## config.mk

```make
export PLATFORM = sky130hd
export DESIGN_NAME = fifo_pop_stage
export DESIGN_NICKNAME = d
export VERILOG_FILES = /design/src/rtl/fifo_pop_stage_pkg.sv /design/src/rtl/fifo_mem.sv /design/src/rtl/fifo_pop_stage.sv
export SDC_FILE = /design/constraint.sdc
export NUM_CORES = 1
export LEC_CHECK = 0
export ABC_AREA = 1
export BUFFER_PORTS_ARGS = -buffer_cell sky130_fd_sc_hd__buf_2
export CAP_MARGIN = 30
export CORE_ASPECT_RATIO = 0.7
export CORE_MARGIN = 4
export CORE_UTILIZATION = 50
export CTS_CLUSTER_DIAMETER = 200
export DETAILED_ROUTE_END_ITERATION = 10
export MAX_ROUTING_LAYER = met4
export PLACE_DENSITY = 0.75
export SYNTH_ARGS = -nofsm -noshare
export SYNTH_HDL_FRONTEND = slang
export SYNTH_SLANG_ARGS = --single-unit
```

## constraint.sdc

```tcl
create_clock -name clk -period 1.9 [get_ports clk]
set_clock_uncertainty 0.05 [all_clocks]
set_input_delay 0 -clock clk [delete_from_list [all_inputs] [get_ports clk]]
set_output_delay 0 -clock clk [all_outputs]
set_load 0.1 [all_outputs]
```

## src/rtl/fifo_pop_stage_pkg.sv

```systemverilog
// Shared constants for the FIFO pop stage: default geometry, the depth helper and the
// reset values that the stage and the downstream demux checker both rely on.
package fifo_pop_stage_pkg;

  localparam int DEFAULT_DATA_SIZE = 4;
  localparam int DEFAULT_ADDR_SIZE = 2;

  localparam int   RST_DATA_WORD  = 0;
  localparam logic RST_VALID_OUT  = 1'b0;
  localparam logic RST_FIFO_ERROR = 1'b0;

  function automatic int fifo_depth(input int addr_size);
    return 1 << addr_size;
  endfunction

endpackage

```

## src/rtl/fifo_mem.sv

```systemverilog
// Dual-port register array: synchronous write port and a registered read port with read enable.
// The read register resets to the shared data reset value; the storage cells are never reset.
module fifo_mem
  import fifo_pop_stage_pkg::*;
#(
  parameter int DATA_SIZE = DEFAULT_DATA_SIZE,
  parameter int ADDR_SIZE = DEFAULT_ADDR_SIZE
) (
  input  logic                 clk,
  input  logic                 reset_L,
  input  logic                 wr_en,
  input  logic [ADDR_SIZE-1:0] wr_addr,
  input  logic [DATA_SIZE-1:0] wr_data,
  input  logic                 rd_en,
  input  logic [ADDR_SIZE-1:0] rd_addr,
  output logic [DATA_SIZE-1:0] rd_data
);

  localparam int DEPTH = fifo_depth(ADDR_SIZE);

  logic [DATA_SIZE-1:0] mem [DEPTH];

  always_ff @(posedge clk) begin
    if (wr_en) mem[wr_addr] <= wr_data;
  end

  // A same-edge write to rd_addr is not visible here, so a full push+pop reads the old word.
  always_ff @(posedge clk or negedge reset_L) begin
    if (!reset_L)   rd_data <= DATA_SIZE'(RST_DATA_WORD);
    else if (rd_en) rd_data <= mem[rd_addr];
  end

endmodule

```

## src/rtl/fifo_pop_stage.sv

```systemverilog
// Synchronous FIFO feeding the demux stage, with occupancy flags and an error flag.
// Define FIFO_ERR_STICKY_EN to make fifo_error hold until reset instead of pulsing.
module fifo_pop_stage
  import fifo_pop_stage_pkg::*;
#(
  parameter int DATA_SIZE = DEFAULT_DATA_SIZE,
  parameter int ADDR_SIZE = DEFAULT_ADDR_SIZE
) (
  input  logic                 clk,
  input  logic                 reset_L,
  input  logic                 push,
  input  logic [DATA_SIZE-1:0] data_in,
  input  logic                 pop,
  input  logic [ADDR_SIZE:0]   umbral_alto,
  input  logic [ADDR_SIZE:0]   umbral_bajo,
  output logic [DATA_SIZE-1:0] data_out,
  output logic                 valid_out,
  output logic                 full,
  output logic                 empty,
  output logic                 almost_full,
  output logic                 almost_empty,
  output logic                 fifo_error
);

  localparam logic [ADDR_SIZE:0] DEPTH = (ADDR_SIZE + 1)'(fifo_depth(ADDR_SIZE));

  logic [ADDR_SIZE-1:0] wr_ptr;
  logic [ADDR_SIZE-1:0] rd_ptr;
  logic [ADDR_SIZE:0]   count;
  logic                 push_ok;
  logic                 pop_ok;
  logic                 error_event;

  assign full         = (count == DEPTH);
  assign empty        = (count == '0);
  assign almost_full  = (count >= umbral_alto);
  assign almost_empty = (count <= umbral_bajo);

  // A pop frees a slot in the same cycle, so a full FIFO may still take a push alongside it.
  assign push_ok     = push && (!full || pop);
  assign pop_ok      = pop && !empty;
  assign error_event = (push && full && !pop) || (pop && empty);

  fifo_mem #(
    .DATA_SIZE(DATA_SIZE),
    .ADDR_SIZE(ADDR_SIZE)
  ) u_mem (
    .clk    (clk),
    .reset_L(reset_L),
    .wr_en  (push_ok),
    .wr_addr(wr_ptr),
    .wr_data(data_in),
    .rd_en  (pop_ok),
    .rd_addr(rd_ptr),
    .rd_data(data_out)
  );

  always_ff @(posedge clk or negedge reset_L) begin
    if (!reset_L) begin
      wr_ptr    <= '0;
      rd_ptr    <= '0;
      count     <= '0;
      valid_out <= RST_VALID_OUT;
    end else begin
      valid_out <= pop_ok;
      if (push_ok) wr_ptr <= wr_ptr + ADDR_SIZE'(1);
      if (pop_ok)  rd_ptr <= rd_ptr + ADDR_SIZE'(1);
      if (push_ok && !pop_ok)      count <= count + (ADDR_SIZE + 1)'(1);
      else if (pop_ok && !push_ok) count <= count - (ADDR_SIZE + 1)'(1);
    end
  end

  always_ff @(posedge clk or negedge reset_L) begin
    if (!reset_L) begin
      fifo_error <= RST_FIFO_ERROR;
    end else begin
`ifdef FIFO_ERR_STICKY_EN
      if (error_event) fifo_error <= 1'b1;
`else
      fifo_error <= error_event;
`endif
    end
  end

endmodule

```

==> results.py, run 1 <==
metrics = {
    "synth": {
        "synth.distinct_cells": 25,
        "synth_area_leaders": "edfxtp_1 32%, dfrtp_1 22%, nand2_1 12%",
        "syn_nets": 185,
        "yosys_warnings": 0,
        "synth_area_per_cell_sq_um": 9.443,
        "ys_seq_elements": 29,
        "syn-instance-count": 159,
        "synthesis.area_sq_mm": 0.001501,
        "seq_area_frac_synth": 0.5367,
        "synth_top_cell_area_share": 0.3200,
        "synth_top_area_cell": "edfxtp_1",
    },
    "worst_setup_path": {
        "reg2regPathDepth": 9,
        "crit_path_end_kind": "flop",
        "max_stage_delay_ns": 0.42,
        "crit_slowest_cell": "fa_1",
        "start_kind": "flop",
        "critical_path.max_fanout": 3,
        "path_class": "flop to flop",
        "arrival_ns": 1.92,
        "worst-endpoint-required_ns": 2.02,
        "path_cells": "nor2_2 > nand3_2 > nand2_2 > inv_1 > ha_1 > inv_1 > fa_1 > nand2_1 > nand2_1",
    },
    "timing": {
        "finalCritPeriodShare": 0.9502,
        "rsz0062_at_grt": "yes",
        "drv_slew": 0,
        "finalSetupViolCount": 0,
        "min_period_ns": 1.805,
        "hold_viol_final": 0,
        "tightest_slew_ns": 0.4838,
        "max_freq_mhz": 553.9,
        "slew-limit-headroom": 0.6763,
    },
    "final_layout": {
        "diodes": 0,
        "fin_area_sq_mm": 0.001882,
        "fill_cells": 237,
        "multi_input_area_sq_um": 551.8,
        "final_nets": 224,
        "drive_gt1_frac": 0.2362,
        "ff_latch_area_sq_um": 807.0,
        "areaGrowthSynthToFinish_pct": 25.33,
    },
    "placement": {
        "hpwl_microns": 2209,
        "io_buffers": 23,
        "placed_cell_area_sq_mm": 0.001693,
        "place.gp.congestion": 0.7803,
    },
    "status": {
        "status": "finished clean",
    },
    "floorplanning": {
        "dieArea_sq_mm": 0.003957,
        "chipWidth_microns": 73.50,
        "start_util": 0.5282,
        "ioPinCount": 24,
        "die_h_microns": 53.85,
        "rows": 16,
        "core-area_sq_mm": 0.002843,
    },
    "clock_network": {
        "clk_path_buf_depth": 2,
        "clockRootBuffer": "clkbuf_8",
        "h-tree-depth": 2,
        "cts_buffers": 5,
        "clkSlewWorstSetupHoldPaths_ns": 0.06,
        "clock_sinks": 29,
        "cts_tree": "built",
        "insertion_delay_ns": 0.27,
    },
    "routing": {
        "drtIter0Drc": 30,
        "drcViolationCount": 0,
        "wl_microns": 2929,
        "wire_per_inst_microns": 12.46,
        "vias_per_cell": 4.736,
        "final_antenna_net_count": 0,
        "first_pass_iters": 4,
        "via_count": 1113,
    },
    "global_route": {
        "first_global_vias": 1138,
        "grt_pass1_wl_microns": 4940,
        "grt_max_degree": 14,
        "grt_use_total": 0.1776,
        "overflow": 0,
        "antenna_found_initial": 0,
    },
    "worst_hold_path": {
        "min_path_type": "input port to asynchronous set/reset pin",
    },
    "run": {
        "cap_violations": 0,
    },
}
[what timing repair did]
item / CTS / global route
endpoints found under the setup margin: 0 / 3
resized for setup: 0 / 2
buffers inserted: 0 / 0
hold buffers: 7 / 0
hold endpoints to repair: 31 / 0
[state kept, by name, indices dropped and copies added, names as in the netlist]
signal,flops
wr_ptr,2
rd_ptr,2
count,3
fifo_error,1
valid_out,1
u_mem.rd_data,4
u_mem.mem,16
[final cells by class]
| class | instances | area share |
|---|---|---|
| sequential | 29 | 0.4289 |
| timing repair buffer | 34 | 0.1157 |
| tap | 36 | 0.02394 |
| multi-input combinational | 91 | 0.2932 |
| clock buffer | 7 | 0.04588 |
| inverter | 37 | 0.07646 |
| clock inverter | 1 | 0.01596 |
[synthesized netlist by cell type]
cell and instances:
dfrtp_1 13, nor2_1 4, a21oi_1 2, nand2_2 2, buf_2 1, nor3_2 1
nand3_2 1, inv_1 35, nand3_1 13, nor2_2 1, o211ai_1 1, xor2_2 1
o21ai_0 1, edfxtp_1 16, xnor2_1 2, nand2_1 46, buf_4 1, a21oi_2 1
ha_1 11, o21ai_1 1, xor2_1 1, nand2_4 1, inv_6 1, inv_2 1
fa_1 1
[placed cells by master, fill, tap and decap left out]
master | Yosys | final
nand2_1 | 46 | 46
inv_1 | 35 | 34
buf_2 | 1 | 22
edfxtp_1 | 16 | 16
nand3_1 | 13 | 13
dfrtp_1 | 13 | 12
ha_1 | 11 | 10
dlygate4sd3_1 | 0 | 7
clkbuf_8 | 0 | 6
nor2_1 | 4 | 4
buf_4 | 1 | 4
nand2_2 | 2 | 2
inv_2 | 1 | 2
a21oi_1 | 2 | 2
xnor2_1 | 2 | 2
nor2_2 | 1 | 1
nand3_2 | 1 | 1
nand2_4 | 1 | 1
inv_6 | 1 | 1
nor3_2 | 1 | 1
a21oi_2 | 1 | 1
o211ai_1 | 1 | 1
o21ai_0 | 1 | 1
o21ai_1 | 1 | 1
xor2_1 | 1 | 1
xor2_2 | 1 | 1
fa_1 | 1 | 1
ha_4 | 0 | 1
bufinv_16 | 0 | 1
clkbuf_1 | 0 | 1
dfrtp_2 | 0 | 1
clkbuf_4 | 0 | 1
[path summary, 6_finish.rpt]
| check | from | endpoint | slack, ns |
|---|---|---|---|
| worst max register to register | count[1] | count[1] | 0.09 |
| min in group clk | pop | valid_out | 0.15 |
| max in group asynchronous | reset_L | count[1] | 1.45 |
| worst min-delay path | reset_L | u_mem.rd_data[0] | 0.09 |
| worst min register to register | u_mem.rd_data[2] | u_mem.rd_data[2] | 0.43 |
| worst max-delay path | count[1] | count[1] | 0.09 |
[stage by stage]
step                        TNS, ns  instances  hold slack [ns]  setup slack (ns)    util
after detailed placement          0        220          -0.1415           0.08597  0.5955
after global placement            0        220          -0.1544            0.1523  0.5955
final                             0        235          0.09247           0.09453  0.6620
after global routing      -0.001130        235           0.1144         -0.001130  0.6620
after CTS                         0        235          0.09874           0.07296  0.6611
after floorplan             -0.6440        159          -0.3456           -0.3887       -
[routing by layer]
layer	track usage	up-vias	wire length (microns)
li1	-	569	-
met1	0.2024	522	1355
met2	0.3059	18	1433
met3	0.05224	4	109
met4	0.05422	0	29
met5	-	-	0
[critical path: cells and delay by family (launching register included)]
family / cells / cell delay [ns]
simple gates: 5 / 0.51
fa+ha+maj: 2 / 0.62
buf+inv: 2 / 0.12
flops: 1 / 0.40
[cell families (layout without fill, tap and decap cells)]
| family | after synthesis | after routing | synth area share |
|---|---|---|---|
| adders and majority gates | 12 | 12 | 0.1050 |
| buffers and inverters | 39 | 79 | 0.1042 |
| AOI/OAI and AO/OA | 6 | 6 | 0.02416 |
| and+or+nand+nor | 69 | 69 | 0.2017 |
| DFF | 29 | 29 | 0.5367 |
| xor gates and xnor gates | 4 | 4 | 0.02834 |
Power of run 1 is left out: the tool's default activity adds up to more than one toggle a clock period on the data nets, which glitch-free logic cannot reach.
==> run 2, diff against run 1 <==
--- a/config.mk
+++ b/config.mk
@@ -17,4 +17,5 @@
 export PLACE_DENSITY = 0.75
 export SYNTH_ARGS = -nofsm -noshare
 export SYNTH_HDL_FRONTEND = slang
+export SYNTH_HIERARCHICAL = 1
 export SYNTH_SLANG_ARGS = --single-unit
==> run 2 against run 1 <==
Effect of this change:
- final cell count grew 4.7%
- worst setup slack improved by 0.00090 ns
- synthesized cell count grew 4.4%
- critical path type unchanged
==> results.py, run 2 <==
metrics = {
    "worst_setup_path": {
        "endpoint": "count[1]",
        "regToRegStartpoint": "count[0]",
        "crit_start": "count[0]",
        "crit_path_end_kind": "flop",
        "arrival_ns": 1.92,
        "r2r-end": "count[1]",
        "reg2regPathDepth": 9,
        "regToRegSetupSlack_ns": 0.1,
        "path_class": "flop to flop",
        "critical_path.max_fanout": 4,
        "worst-endpoint-required_ns": 2.02,
        "start_kind": "flop",
    },
    "clock_network": {
        "cts_tree": "built",
        "insertion_delay_ns": 0.27,
        "clockRootBuffer": "clkbuf_8",
        "h-tree-depth": 2,
        "clk_path_buf_depth": 2,
        "cts_buffers": 5,
        "clkSlewWorstSetupHoldPaths_ns": 0.06,
        "post-cts-setup-buffers": 0,
        "clock_sinks": 29,
    },
    "timing": {
        "min_period_ns": 1.805,
        "tns_ns": 0,
        "hold_viol_final": 0,
        "finalSetupViolCount": 0,
        "rsz0062_at_grt": "no",
        "slew-limit-headroom": 0.6743,
        "finalCritPeriodShare": 0.9498,
        "max_freq_mhz": 554.2,
        "tightest_slew_ns": 0.4919,
        "drv_slew": 0,
    },
    "synth": {
        "synthesis.area_sq_mm": 0.001475,
        "synth_area_leaders": "edfxtp_1 33%, dfrtp_1 22%, nand2_1 14%",
        "synth.most_common_cell": "nand2_1",
        "synth_top_flop_cell": "edfxtp_1",
        "yosys_warnings": 6,
        "synth.distinct_cells": 21,
        "synth_async_sr_flop_share": 0.4483,
        "synth_common_cells": "56 x nand2_1, 31 x inv_1, 16 x edfxtp_1",
        "synth_top_cell_area_share": 0.3257,
        "seq_area_frac_synth": 0.5462,
        "syn-instance-count": 166,
        "synth_top_area_cell": "edfxtp_1",
        "synth_area_per_cell_sq_um": 8.887,
        "synth_edf_count": 16,
        "ys_seq_elements": 29,
        "syn_nets": 188,
    },
    "final_layout": {
        "final_cell_mix": "55 x nand2_1, 28 x inv_1, 20 x buf_2",
        "regMostFlops": "u_mem/mem",
        "drive_gt1_frac": 0.2810,
        "layout_commonest_cell": "nand2_1",
        "final_nets": 231,
        "final-instance-count-excl-fill": 246,
        "top_regs": "u_mem/mem (16), u_mem/rd_data (4), count (3)",
        "largest_reg_flops": 16,
        "diodes": 0,
        "areaGrowthSynthToFinish_pct": 29.60,
    },
    "placement": {
        "dp_cells": 231,
        "place.gp.congestion": 0.8063,
        "io_buffers": 23,
        "hpwl_microns": 2358,
    },
    "run": {
        "cap_violations": 0,
    },
    "routing": {
        "first_pass_iters": 4,
        "drtIter0Drc": 79,
        "via_count": 1185,
        "vias_per_cell": 4.817,
        "drcViolationCount": 0,
        "wire_per_inst_microns": 12.01,
        "final_antenna_net_count": 0,
        "wl_microns": 2954,
    },
    "status": {
        "status": "finished clean",
    },
    "global_route": {
        "antenna_found_initial": 0,
        "grt_pass1_wl_microns": 5043,
        "overflow": 0,
        "first_global_vias": 1168,
        "grt_use_total": 0.1854,
        "grt_max_degree": 14,
    },
    "floorplanning": {
        "dieArea_sq_mm": 0.003897,
        "ioPinCount": 24,
        "die_h_microns": 53.45,
        "chipWidth_microns": 72.92,
        "core-area_sq_mm": 0.002803,
        "start_util": 0.5263,
        "rows": 16,
    },
    "worst_hold_path": {
        "min_path_type": "input port to asynchronous set/reset pin",
    },
}
run 2: logic make-up after synthesis:
logic type	count (synthesis)	share of synthesized area
AOI/OAI and AO/OA	5	0.01866
adders and majority gates	8	0.07294
and+or+nand+nor	82	0.2451
xor gates and xnor gates	1	0.005938
buffers and inverters	41	0.1111
DFF	29	0.5462
run 2: cell type report:
cell class              instances  area, sq um
flip-flops and latches         29        808.3
well taps                      36        45.04
clock buffers                   8        90.09
inverters                      40        152.6
repair buffers                 37        257.7
multi-input cells              96        558.0
fillers                       208        890.9
run 2: routing by layer:
metal  global-route usage  vias to the layer above  part of all wire
met1               0.2128                      539              0.44
li1                     -                      606                 -
met2               0.2919                       32              0.48
met4              0.09509                        0             0.024
met5                    -                        -                 0
met3              0.06262                        8             0.063
run 2: what timing repair did:
item                                   CTS  global route
hold buffers                             7             0
endpoints found under the hold margin   33             0
setup endpoints to repair                0             3
resized for setup                        0            11
run 2: critical path, cell delays in order, from the launching register on:
cell	delay, ns
dfrtp_1	0.40
nor2_4	0.18
nand3_4	0.11
nand2_4	0.08
inv_2	0.04
ha_1	0.21
inv_2	0.07
fa_2	0.43
nand2_1	0.08
nand2_1	0.04
run 2: per-stage QoR:
stage                     area (sq um)  worst slack, ns  hold slack [ns]  utilization
final                             1912          0.09544          0.08783       0.6821
after global routing              1912         0.008285           0.1192       0.6821
after CTS                         1883          0.01962          0.09459       0.6719
after detailed placement          1723          0.06889          -0.1371       0.6147
after global placement            1723           0.1378          -0.1541       0.6147
after floorplan                   1506          -0.4010          -0.3456            -
run 2: how the worst min path moves through the flow:
stage | end | startpoint
CTS | valid_out | reset_L
global route | u_mem/rd_data[2] | reset_L
global placement | u_mem/rd_data[2] | reset_L
finish | u_mem/rd_data[2] | reset_L
detailed placement | u_mem/rd_data[1] | reset_L
floorplan | count[0] | reset_L
Power of run 2 is left out for the same reason.
